--- src/rtl/matmul_seq_ctrl.sv ---
// rtl/matmul_seq_ctrl.sv - matmul sequencer: operand fetch, multiplier handshake, biased writeback
// Optional feature: define MATMUL_CTRL_TIMEOUT_EN to enable the 8-bit COMPUTE watchdog.
module matmul_seq_ctrl #(
  parameter int DATA_WIDTH = 8,
  parameter int BUS_WIDTH  = 16,
  parameter int ADDR_WIDTH = 32,
  localparam int MAX_DIM   = BUS_WIDTH / DATA_WIDTH,
  localparam int IDX_W     = $clog2(MAX_DIM),
  localparam int NEL       = MAX_DIM * MAX_DIM
) (
  input  logic                            clk_i,
  input  logic                            rst_i,
  input  logic                            start_i,
  input  logic [2:0]                      n_dim_i,
  input  logic [2:0]                      k_dim_i,
  input  logic [2:0]                      m_dim_i,
  input  logic                            mode_i,
  output logic                            busy_o,
  output logic                            done_o,
  output logic                            err_o,
  output logic                            rd_en_o,
  output logic [ADDR_WIDTH-1:0]           rd_addr_o,
  input  logic [BUS_WIDTH-1:0]            rd_data_i,
  output logic [NEL*DATA_WIDTH-1:0]       a_matrix_o,
  output logic [NEL*DATA_WIDTH-1:0]       b_matrix_o,
  output logic                            mm_start_o,
  input  logic                            mm_finish_i,
  input  logic [NEL*BUS_WIDTH-1:0]        c_matrix_i,
  input  logic [NEL-1:0]                  flags_i,
  output logic                            wr_en_o,
  output logic [ADDR_WIDTH-1:0]           wr_addr_o,
  output logic [BUS_WIDTH-1:0]            wr_data_o,
  output logic [BUS_WIDTH-1:0]            flags_o
);

  localparam int         EL_W     = 2 * IDX_W;
  localparam logic [4:0] OP_A     = 5'b00100;
  localparam logic [4:0] OP_B     = 5'b01000;
  localparam logic [4:0] OP_C     = 5'b10000;
  localparam logic [2:0] MAX_DIM3 = 3'(MAX_DIM);

  typedef enum logic [2:0] {
    S_IDLE, S_LOAD_A, S_LOAD_B, S_LOAD_C, S_DRAIN, S_COMPUTE, S_WRITE, S_DONE
  } state_t;

  typedef enum logic [1:0] {CAP_NONE, CAP_A, CAP_B, CAP_C} cap_t;

  state_t              state_q, state_d;
  logic [2:0]          ri_q, ri_d, cj_q, cj_d;
  logic [2:0]          n_q, k_q, m_q;
  logic                mode_q;
  logic                accept, reject, timeout;
  cap_t                cap_op, pend_op_q;
  logic [EL_W-1:0]     cap_idx, pend_idx_q;
  logic                pend_q;
  logic                err_q;
  logic [BUS_WIDTH-1:0] flags_q;
  logic [BUS_WIDTH-1:0] a_img [MAX_DIM];
  logic [BUS_WIDTH-1:0] b_img [MAX_DIM];
  logic [BUS_WIDTH-1:0] bias  [NEL];
  logic                dims_bad;
  logic                last_i, last_j;
  logic [EL_W-1:0]     row_el, cur_el;

`ifdef MATMUL_CTRL_TIMEOUT_EN
  logic [7:0]          wd_q;
`endif

  // Operand address: index field above the 5-bit operand code, all else zero.
  function automatic logic [ADDR_WIDTH-1:0] make_addr(input logic [4:0] op, input logic [EL_W-1:0] idx);
    make_addr = ADDR_WIDTH'({idx, op});
  endfunction

  // MAX_DIM is a power of two, so i*MAX_DIM+j is a plain concatenation.
  assign cur_el   = {ri_q[IDX_W-1:0], cj_q[IDX_W-1:0]};
  assign row_el   = EL_W'(ri_q[IDX_W-1:0]);
  assign last_i   = (ri_q == n_q - 3'd1);
  assign last_j   = (cj_q == m_q - 3'd1);
  assign dims_bad = (n_dim_i == 3'd0) || (n_dim_i > MAX_DIM3) ||
                    (k_dim_i == 3'd0) || (k_dim_i > MAX_DIM3) ||
                    (m_dim_i == 3'd0) || (m_dim_i > MAX_DIM3);

  assign busy_o  = (state_q != S_IDLE);
  assign err_o   = err_q;
  assign flags_o = flags_q;

  for (genvar r = 0; r < MAX_DIM; r++) begin : g_rows
    assign a_matrix_o[r*BUS_WIDTH +: BUS_WIDTH] = a_img[r];
    assign b_matrix_o[r*BUS_WIDTH +: BUS_WIDTH] = b_img[r];
  end

  // State and loop-index registers.
  always_ff @(posedge clk_i) begin
    if (rst_i) begin
      state_q <= S_IDLE;
      ri_q    <= '0;
      cj_q    <= '0;
    end else begin
      state_q <= state_d;
      ri_q    <= ri_d;
      cj_q    <= cj_d;
    end
  end

  // Next state, loop stepping and all per-cycle strobes/addresses.
  always_comb begin
    state_d    = state_q;
    ri_d       = ri_q;
    cj_d       = cj_q;
    accept     = 1'b0;
    reject     = 1'b0;
    timeout    = 1'b0;
    rd_en_o    = 1'b0;
    rd_addr_o  = '0;
    cap_op     = CAP_NONE;
    cap_idx    = '0;
    wr_en_o    = 1'b0;
    wr_addr_o  = '0;
    wr_data_o  = '0;
    mm_start_o = 1'b0;
    done_o     = 1'b0;
    case (state_q)
      S_IDLE: begin
        if (start_i) begin
          if (dims_bad) begin
            reject = 1'b1;
          end else begin
            accept  = 1'b1;
            state_d = S_LOAD_A;
            ri_d    = '0;
            cj_d    = '0;
          end
        end
      end
      S_LOAD_A: begin
        rd_en_o   = 1'b1;
        rd_addr_o = make_addr(OP_A, row_el);
        cap_op    = CAP_A;
        cap_idx   = row_el;
        if (last_i) begin
          ri_d    = '0;
          state_d = S_LOAD_B;
        end else begin
          ri_d = ri_q + 3'd1;
        end
      end
      S_LOAD_B: begin
        rd_en_o   = 1'b1;
        rd_addr_o = make_addr(OP_B, row_el);
        cap_op    = CAP_B;
        cap_idx   = row_el;
        if (ri_q == k_q - 3'd1) begin
          ri_d    = '0;
          state_d = mode_q ? S_LOAD_C : S_DRAIN;
        end else begin
          ri_d = ri_q + 3'd1;
        end
      end
      S_LOAD_C: begin
        rd_en_o   = 1'b1;
        rd_addr_o = make_addr(OP_C, cur_el);
        cap_op    = CAP_C;
        cap_idx   = cur_el;
        if (last_j) begin
          cj_d = '0;
          if (last_i) begin
            ri_d    = '0;
            state_d = S_DRAIN;
          end else begin
            ri_d = ri_q + 3'd1;
          end
        end else begin
          cj_d = cj_q + 3'd1;
        end
      end
      S_DRAIN: begin
        state_d = S_COMPUTE;
      end
      S_COMPUTE: begin
        mm_start_o = 1'b1;
        if (mm_finish_i) begin
          state_d = S_WRITE;
          ri_d    = '0;
          cj_d    = '0;
        end
`ifdef MATMUL_CTRL_TIMEOUT_EN
        else if (wd_q == 8'd254) begin
          timeout = 1'b1;
          state_d = S_IDLE;
        end
`endif
      end
      S_WRITE: begin
        wr_en_o   = 1'b1;
        wr_addr_o = make_addr(OP_C, cur_el);
        wr_data_o = c_matrix_i[int'(cur_el)*BUS_WIDTH +: BUS_WIDTH] + bias[cur_el];
        if (last_j) begin
          cj_d = '0;
          if (last_i) begin
            ri_d    = '0;
            state_d = S_DONE;
          end else begin
            ri_d = ri_q + 3'd1;
          end
        end else begin
          cj_d = cj_q + 3'd1;
        end
      end
      S_DONE: begin
        done_o  = 1'b1;
        state_d = S_IDLE;
      end
      default: state_d = S_IDLE;
    endcase
  end

  // Job latches, operand images filled one cycle after each read, flag capture and error pulse.
  always_ff @(posedge clk_i) begin
    if (rst_i) begin
      n_q        <= '0;
      k_q        <= '0;
      m_q        <= '0;
      mode_q     <= 1'b0;
      pend_q     <= 1'b0;
      pend_op_q  <= CAP_NONE;
      pend_idx_q <= '0;
      err_q      <= 1'b0;
      flags_q    <= '0;
      for (int r = 0; r < MAX_DIM; r++) begin
        a_img[r] <= '0;
        b_img[r] <= '0;
      end
      for (int e = 0; e < NEL; e++) bias[e] <= '0;
    end else begin
      err_q      <= reject | timeout;
      pend_q     <= rd_en_o;
      pend_op_q  <= cap_op;
      pend_idx_q <= cap_idx;
      if (pend_q) begin
        case (pend_op_q)
          CAP_A:   a_img[pend_idx_q[IDX_W-1:0]] <= rd_data_i;
          CAP_B:   b_img[pend_idx_q[IDX_W-1:0]] <= rd_data_i;
          CAP_C:   bias[pend_idx_q]             <= rd_data_i;
          default: ;
        endcase
      end
      if (accept) begin
        n_q     <= n_dim_i;
        k_q     <= k_dim_i;
        m_q     <= m_dim_i;
        mode_q  <= mode_i;
        flags_q <= '0;
        for (int r = 0; r < MAX_DIM; r++) begin
          a_img[r] <= '0;
          b_img[r] <= '0;
        end
        for (int e = 0; e < NEL; e++) bias[e] <= '0;
      end
      if (state_q == S_COMPUTE && mm_finish_i) flags_q <= BUS_WIDTH'(flags_i);
    end
  end

`ifdef MATMUL_CTRL_TIMEOUT_EN
  // Watchdog: counts consecutive COMPUTE cycles without a finish.
  always_ff @(posedge clk_i) begin
    if (rst_i) begin
      wd_q <= '0;
    end else if (state_q == S_COMPUTE && !mm_finish_i) begin
      wd_q <= wd_q + 8'd1;
    end else begin
      wd_q <= '0;
    end
  end
`endif

endmodule

--- config.mk ---
export PLATFORM = sky130hd
export DESIGN_NAME = matmul_seq_ctrl
export DESIGN_NICKNAME = d
export VERILOG_FILES = /design/src/rtl/matmul_seq_ctrl.sv
export SDC_FILE = /design/constraint.sdc
export NUM_CORES = 1
export LEC_CHECK = 0
export CORE_ASPECT_RATIO = 1.2
export CORE_MARGIN = 10
export CORE_UTILIZATION = 45
export CTS_BUF_LIST = sky130_fd_sc_hd__clkbuf_4 sky130_fd_sc_hd__clkbuf_8
export CTS_CLUSTER_SIZE = 20
export DETAILED_ROUTE_END_ITERATION = 16
export HOLD_SLACK_MARGIN = 0.05
export PLACE_DENSITY = 0.78
export SKIP_LAST_GASP = 1
export SLEW_MARGIN = 20
export SYNTH_ARGS = -nofsm -noshare
export SYNTH_HDL_FRONTEND = slang
export SYNTH_SLANG_ARGS = --single-unit
export TNS_END_PERCENT = 5
--- constraint.sdc ---
create_clock -name clk_i -period 4.9 [get_ports clk_i]
set_input_delay 0.98 -clock clk_i [delete_from_list [all_inputs] [get_ports clk_i]]
set_output_delay 0.98 -clock clk_i [all_outputs]
set_load 0.01 [all_outputs]
Word level (Yosys, flattened, before mapping)
Memories as Yosys holds them, arrays and structs flattened.
Index checks and enable logic that the tools add are counted.

storage, ports and cells
  register bits after elaboration = 29
  bits in writable memories = 128
  input bits = 98
  output and inout port bits = 166
  word-level logic and storage cells = 183
  memories kept = 3

cells by class
  add/sub/neg operators = 6
  $lt $le $gt $ge = 3
  equality and inequality tests = 31
  shift operators = 1
  multiplexer cells = 69
  bitwise operators = 34
  reductions and logical operators = 24

memory list
  name   words  width  read ports  clocked after memory_dff  wr ports  RTL line  text
  bias   4      16     1           0                         4         60        logic [BUS_WIDTH-1:0] bias [NEL];
  a_img  2      16     2           0                         2         58        logic [BUS_WIDTH-1:0] a_img [MAX_DIM];
  b_img  2      16     2           0                         2         59        logic [BUS_WIDTH-1:0] b_img [MAX_DIM];

operators by type and width
  kind                                                                             count
  16-bit 2-to-1 mux                                                                12
  64-bit by 7-bit indexed part select with 16-bit output                           1
  3-bit 2-to-1 mux                                                                 17
  16-bit OR reduction                                                              3
  1-bit 2-to-1 mux                                                                 30
  3-bit one-hot mux with 8 select lines                                            1
  7-bit one-hot mux with 3 select lines                                            1
  2-bit != test, second input constant                                             9
  16-bit adder                                                                     1
  1-bit AND                                                                        16
  3-bit one-hot mux with 5 select lines                                            1
  2-bit == test, second input constant                                             6
  3-bit == test, second input constant                                             4
  3-bit zero test                                                                  4
  1-bit inverter                                                                   10
  3-bit == test                                                                    3
  3-bit by 2-bit greater-than comparator with 1-bit output, second input constant  3
  3-bit one-hot mux with 3 select lines                                            1
  9-bit AND reduction                                                              1
  3-bit by 1-bit subtractor with 3-bit output, second input constant               3
  4-bit 2-to-1 mux                                                                 2
  1-bit bitwise OR                                                                 8
  7-bit 2-to-1 mux                                                                 1
  3-bit by 1-bit adder with 3-bit output, second input constant                    2
  other kinds (17)                                                                 28

Longest topological paths before layout
  word-level depth = 20
  depth in mapped cells = 10
  depth with buffers taken out = 9

Worst setup path after synthesis
OpenSTA, ideal clock, no wires.

  path type = flip-flop to output port
  start point = reg cj_q[0]
  end point = out wr_data_o[14]
  data arrival time = 3.393 ns
  required time = 3.920 ns
  setup slack = 0.527 ns
  cell stages (with the launch flop) = 11
  buffers on the path = 2
  path through = dfxtp_1 -> clkbuf_1 -> buf_1 -> mux4_2 -> ha_1 -> a2111oi_0 -> o221ai_1 -> a31oi_1 -> o21ai_0 -> xnor2_1 -> nor2_1

between the ends
  cells in the longest elaborated chain, start to end = 3
  elaborated cells on any way between the ends = 4
  those cells by class = add/sub: 1; shift: 1; mux: 1; memory: 1

RTL lines
  what                                                                                                     RTL line  text
  start, declared                                                                                          49        logic [2:0] ri_q, ri_d, cj_q, cj_d;
  start signal, assigned                                                                                   101       cj_q <= cj_d;
  64-bit by 7-bit indexed part select with 16-bit output / memory read 4 x 16 bit (equally long branches)  --
  16-bit adder *                                                                                           196       wr_data_o = c_matrix_i[int'(cur_el)*BUS_WIDTH +: BUS_WIDTH] + bias[cur_el];
  16-bit 2-to-1 mux *                                                                                      122       case (state_q)
  end, declared                                                                                            32        output logic [BUS_WIDTH-1:0] wr_data_o,

Every way passes the cells marked *; elsewhere a longest branch is shown, timed or not.

Worst setup path after layout
  start point = in c_matrix_i[23]
  end point = out wr_data_o[15]

between the ends
  cells in the longest elaborated chain, start to end = 3

RTL lines
  what                                                    RTL line  text
  start, declared                                         28        input logic [NEL*BUS_WIDTH-1:0] c_matrix_i,
  64-bit by 7-bit indexed part select with 16-bit output  196
  16-bit adder                                            196
  16-bit 2-to-1 mux                                       122

No other way between the ends.

==> flow_summary_export.csv <==
group,metric,value,unit
run_status,status,"finished, violations left",
run_status,violations,"negative setup slack",
yosys,netlist_area,8300,sq um
power,fin_total_pwr,2.89,mW
critical_path,reg2regPathDepth,6,
floorplanning,initial_core_util,0.457,
global_route,grt_antenna_before_repair,0,
clock_tree,clk_pin_slew_worst_paths,0.08,ns
finish,layout-drive-gt1-share,0.119,
yosys,ys_dominant_reg_cell,"edfxtp_1",
placed_design,placed_cell_area,10400,sq um
timing,hold_slack,0.471,ns
power,ir_drop,0.195,mV
global_route,grt_pass1_vias,5905,
detailed_routing,first_iter_violations,270,
clock_tree,postCtsSetupRepairBufs,0,
clock_tree,cts_tree,"yes",
timing,setup_ws,-0.114,ns
global_route,grt_start_max_net_pins,23,
placed_design,io_buffers,195,
floorplanning,die_height,169,um
detailed_routing,viasPerCell,5.09,
timing,grt_setup_unrepaired,"yes",
global_route,grt_pass1_wl,32.1,mm
critical_path,rrSetupSlack,1.64,ns
power,leakagePower,4.21,nW
min_path,holdCritPathClass,"reg2reg",
timing,fin_crit_sh,1.02,
clock_tree,clock_tree.root_cell,"clkbuf_8",
floorplanning,die_area,24300,sq um
placed_design,dpl.cell_count,1103,
detailed_routing,first_pass_iters,4,
timing,finalHoldViolCount,0,
yosys,synth_edf_count,128,
critical_path,cp-startpoint,"c_matrix_i[23]",
floorplanning,die-width,144,um
clock_tree,clock_latency,0.45,ns
yosys,ys_seq_area_frac,0.533,
critical_path,cp_slowest_stage_delay,0.59,ns
critical_path,slowest_stage,"clkdlybuf4s50_1",
critical_path,cp_data_arrival_time,4.03,ns
detailed_routing,avgRoutedWirePerCell,18.9,um
clock_tree,clockBufferDepth,2,
yosys,synth.avg_cell_area,12.2,sq um
timing,fin_skew,0.0112,ns
timing,finalMaxSlewViolations,0,
placed_design,dpl_worst_slack,-0.344,ns
finish,num_antenna_cells,0,
yosys,ys_warn_count,0,
finish,stdcell_area,10800,sq um
finish,nets,1017,
critical_path,critical_path_class,"in2out",
finish,final.fill_count,1488,
placed_design,gp_congestion,0.876,
timing,worstMarginPinSlew,0.890,ns
critical_path,start_kind,"input pin",
detailed_routing,ant_nets,0,
job,cap_viol_max_count,0,
floorplanning,pin_count,264,
critical_path,end_kind,"output pin",
power,power_density,267,nW/um^2
critical_path,regToRegEndpoint,"a_img[0][8]$_SDFFCE_PN0P_",
timing,layout_min_cycle_time,5.01,ns
yosys,synth-async-reset-ratio,0,
critical_path,path_cells,"clkdlybuf4s50_1 > mux4_2 > ha_1 > buf_4 > nand2_1 > o21ai_0 > or3_1 > o21ai_0 > a21oi_1 > o211ai_1 > clkdlybuf4s50_1",
critical_path,critPathCapture,"wr_data_o[15]",
critical_path,crit_fanout,5,
finish,stdcell_count,1135,
clock_tree,tritoncts.num_buffers,17,
yosys,synth_cells,679,
global_route,grt_usage,0.170,
detailed_routing,post-route-drc-count,0,
finish,area_delta_synth_final,30.6,%
critical_path,cp.required,3.92,ns
detailed_routing,vias,5773,
clock_tree,htree_levels,4,
placed_design,hpwl,16.7,mm
critical_path,reg2reg_from,"state_q[2]$_SDFFE_PP0P_",
clock_tree,clkSinkCount,157,
timing,setup_viol,4,
timing,fmax,199,MHz
floorplanning,rows,54,
floorplanning,core,18200,sq um
yosys,ys_types,56,
global_route,grt_overflow,0,
yosys,ys_ff_latch,157,
timing,slew_headroom,0.403,
detailed_routing,wirelength,21.5,mm
-- cells in the mapped netlist, types with 2 or more instances --
| library cell | instances | area share |
|---|---|---|
| a211o_1 | 2 | 0.0021 |
| a21o_1 | 3 | 0.0027 |
| a21oi_1 | 23 | 0.014 |
| a22o_1 | 2 | 0.0021 |
| a22oi_1 | 6 | 0.0054 |
| a311oi_1 | 3 | 0.0032 |
| and2_1 | 133 | 0.10 |
| and3_1 | 8 | 0.0060 |
| buf_1 | 4 | 0.0018 |
| buf_4 | 70 | 0.063 |
| clkbuf_1 | 20 | 0.0090 |
| dfxtp_1 | 29 | 0.070 |
| edfxtp_1 | 128 | 0.46 |
| ha_1 | 20 | 0.030 |
| inv_1 | 13 | 0.0059 |
| mux2i_1 | 2 | 0.0024 |
| mux4_2 | 31 | 0.084 |
| nand2_1 | 20 | 0.0090 |
| nand2b_1 | 7 | 0.0053 |
| nand3_1 | 7 | 0.0042 |
| nand3b_1 | 2 | 0.0018 |
| nand4_1 | 3 | 0.0023 |
| nor2_1 | 39 | 0.018 |
| nor2b_1 | 8 | 0.0060 |
| nor3_1 | 17 | 0.010 |
| nor3b_1 | 2 | 0.0018 |
| nor4_1 | 3 | 0.0023 |
| o2111ai_1 | 2 | 0.0021 |
| o21ai_0 | 20 | 0.012 |
| or4b_4 | 2 | 0.0033 |
| xnor2_1 | 12 | 0.013 |
| xnor3_1 | 3 | 0.0081 |
| xor2_1 | 12 | 0.013 |
-- per-stage QoR --
| step | setup TNS (ns) | utilization |
|---|---|---|
| 2_1_floorplan | 0 | - |
| 3_3_place_gp | -1.15 | 0.574 |
| 3_5_place_dp | -1.30 | 0.574 |
| 4_1_cts | -0.698 | 0.596 |
| 5_1_grt | -1.37 | 0.597 |
| 6_report | -0.353 | 0.597 |
-- placed cells by master, fill, tap and decap left out, types with 4 or more instances in the layout --
cell	Yosys	routed
mux4_2	31	31
clkinv_4	0	4
o21ai_0	20	18
nor2b_1	8	8
and2_1	133	133
clkdlybuf4s50_1	0	193
a21oi_1	23	22
conb_1	1	68
xor2_1	12	12
inv_1	13	13
clkbuf_8	0	17
buf_4	70	33
and3_1	8	8
dfxtp_1	29	27
a22oi_1	6	6
ha_1	20	20
nand2_1	20	20
nand3_1	7	7
edfxtp_1	128	128
nor3_1	17	16
inv_6	0	7
nand2b_1	7	7
nor2_1	39	39
xnor2_1	12	12
-- area by class of cell --
class,instances,area (sq um),area share
multi-input combinational,481,3500,0.323
tap,224,280,0.0258
clock inverter,15,150,0.0138
inverter,13,48.8,0.00450
timing repair buffer,228,2200,0.203
clock buffer,17,234,0.0216
sequential,157,4430,0.408
-- critical path: cells and delay by family --
family                     cells  cell delay, ns
and+or+nand+nor                2            0.40
muxes                          1            0.47
AOI/OAI and AO/OA              4            0.68
buffers and inverters          3            1.18
adders and majority gates      1            0.32
-- registers in the layout, indices dropped and copies added, names as in the netlist --
register and flops:
bias 64, a_img 32, b_img 32, flags_o 4, cj_q 3, k_q 3
m_q 3, n_q 3, ri_q 3, state_q 3, pend_idx_q 2, pend_op_q 2
err_o 1, mode_q 1, pend_q 1
-- worst min path at each step --
stage | cells after the start | slack, ns | to | startpoint
after floorplan | 1 | 0.43 | k_q[2]$_SDFFE_PP0P_ | k_q[2]$_SDFFE_PP0P_
after global placement | 1 | 0.45 | m_q[2]$_SDFFE_PP0P_ | m_q[2]$_SDFFE_PP0P_
after detailed placement | 1 | 0.45 | n_q[2]$_SDFFE_PP0P_ | n_q[2]$_SDFFE_PP0P_
after CTS | 1 | 0.48 | n_q[2]$_SDFFE_PP0P_ | n_q[2]$_SDFFE_PP0P_
after global routing | 1 | 0.50 | n_q[2]$_SDFFE_PP0P_ | n_q[2]$_SDFFE_PP0P_
final | 1 | 0.47 | n_q[2]$_SDFFE_PP0P_ | n_q[2]$_SDFFE_PP0P_
-- per-layer routing --
layer | track usage | vias to the layer above | wire, um
met3 | 0.0652 | 23 | 2330
met5 | 0 | - | 0
met1 | 0.191 | 2765 | 8160
met2 | 0.290 | 221 | 10700
li1 | - | 2764 | -
met4 | 0.0542 | 0 | 324
-- kinds of logic (layout without fill, tap and decap cells) --
logic type	Yosys count	count (layout)	synth area share
AND/OR/NAND/NOR	258	258	0.177
AO/OA/AOI/OAI	74	74	0.0567
buffers and inverters	108	273	0.0806
flip-flops	157	157	0.533
multiplexers	33	33	0.0865
XOR/XNOR	27	27	0.0334
adder cells (fa/ha/maj)	21	21	0.0325
other	1	68	0.000452
-- where the power goes --
group | internal, mW | switching [mW]
logic | 0.213 | 0.226
registers | 1.48 | 0.0291
clock network | 0.418 | 0.522
total | 2.11 | 0.776
-- repair_timing --
item                       in CTS  in global routing
pin swaps                       2                  0
gates resized for setup         2                  2
cloned                          0                  0
setup endpoints to repair       7                  9
hold buffers                    0                  0
Power figures use the tool's default switching activity.
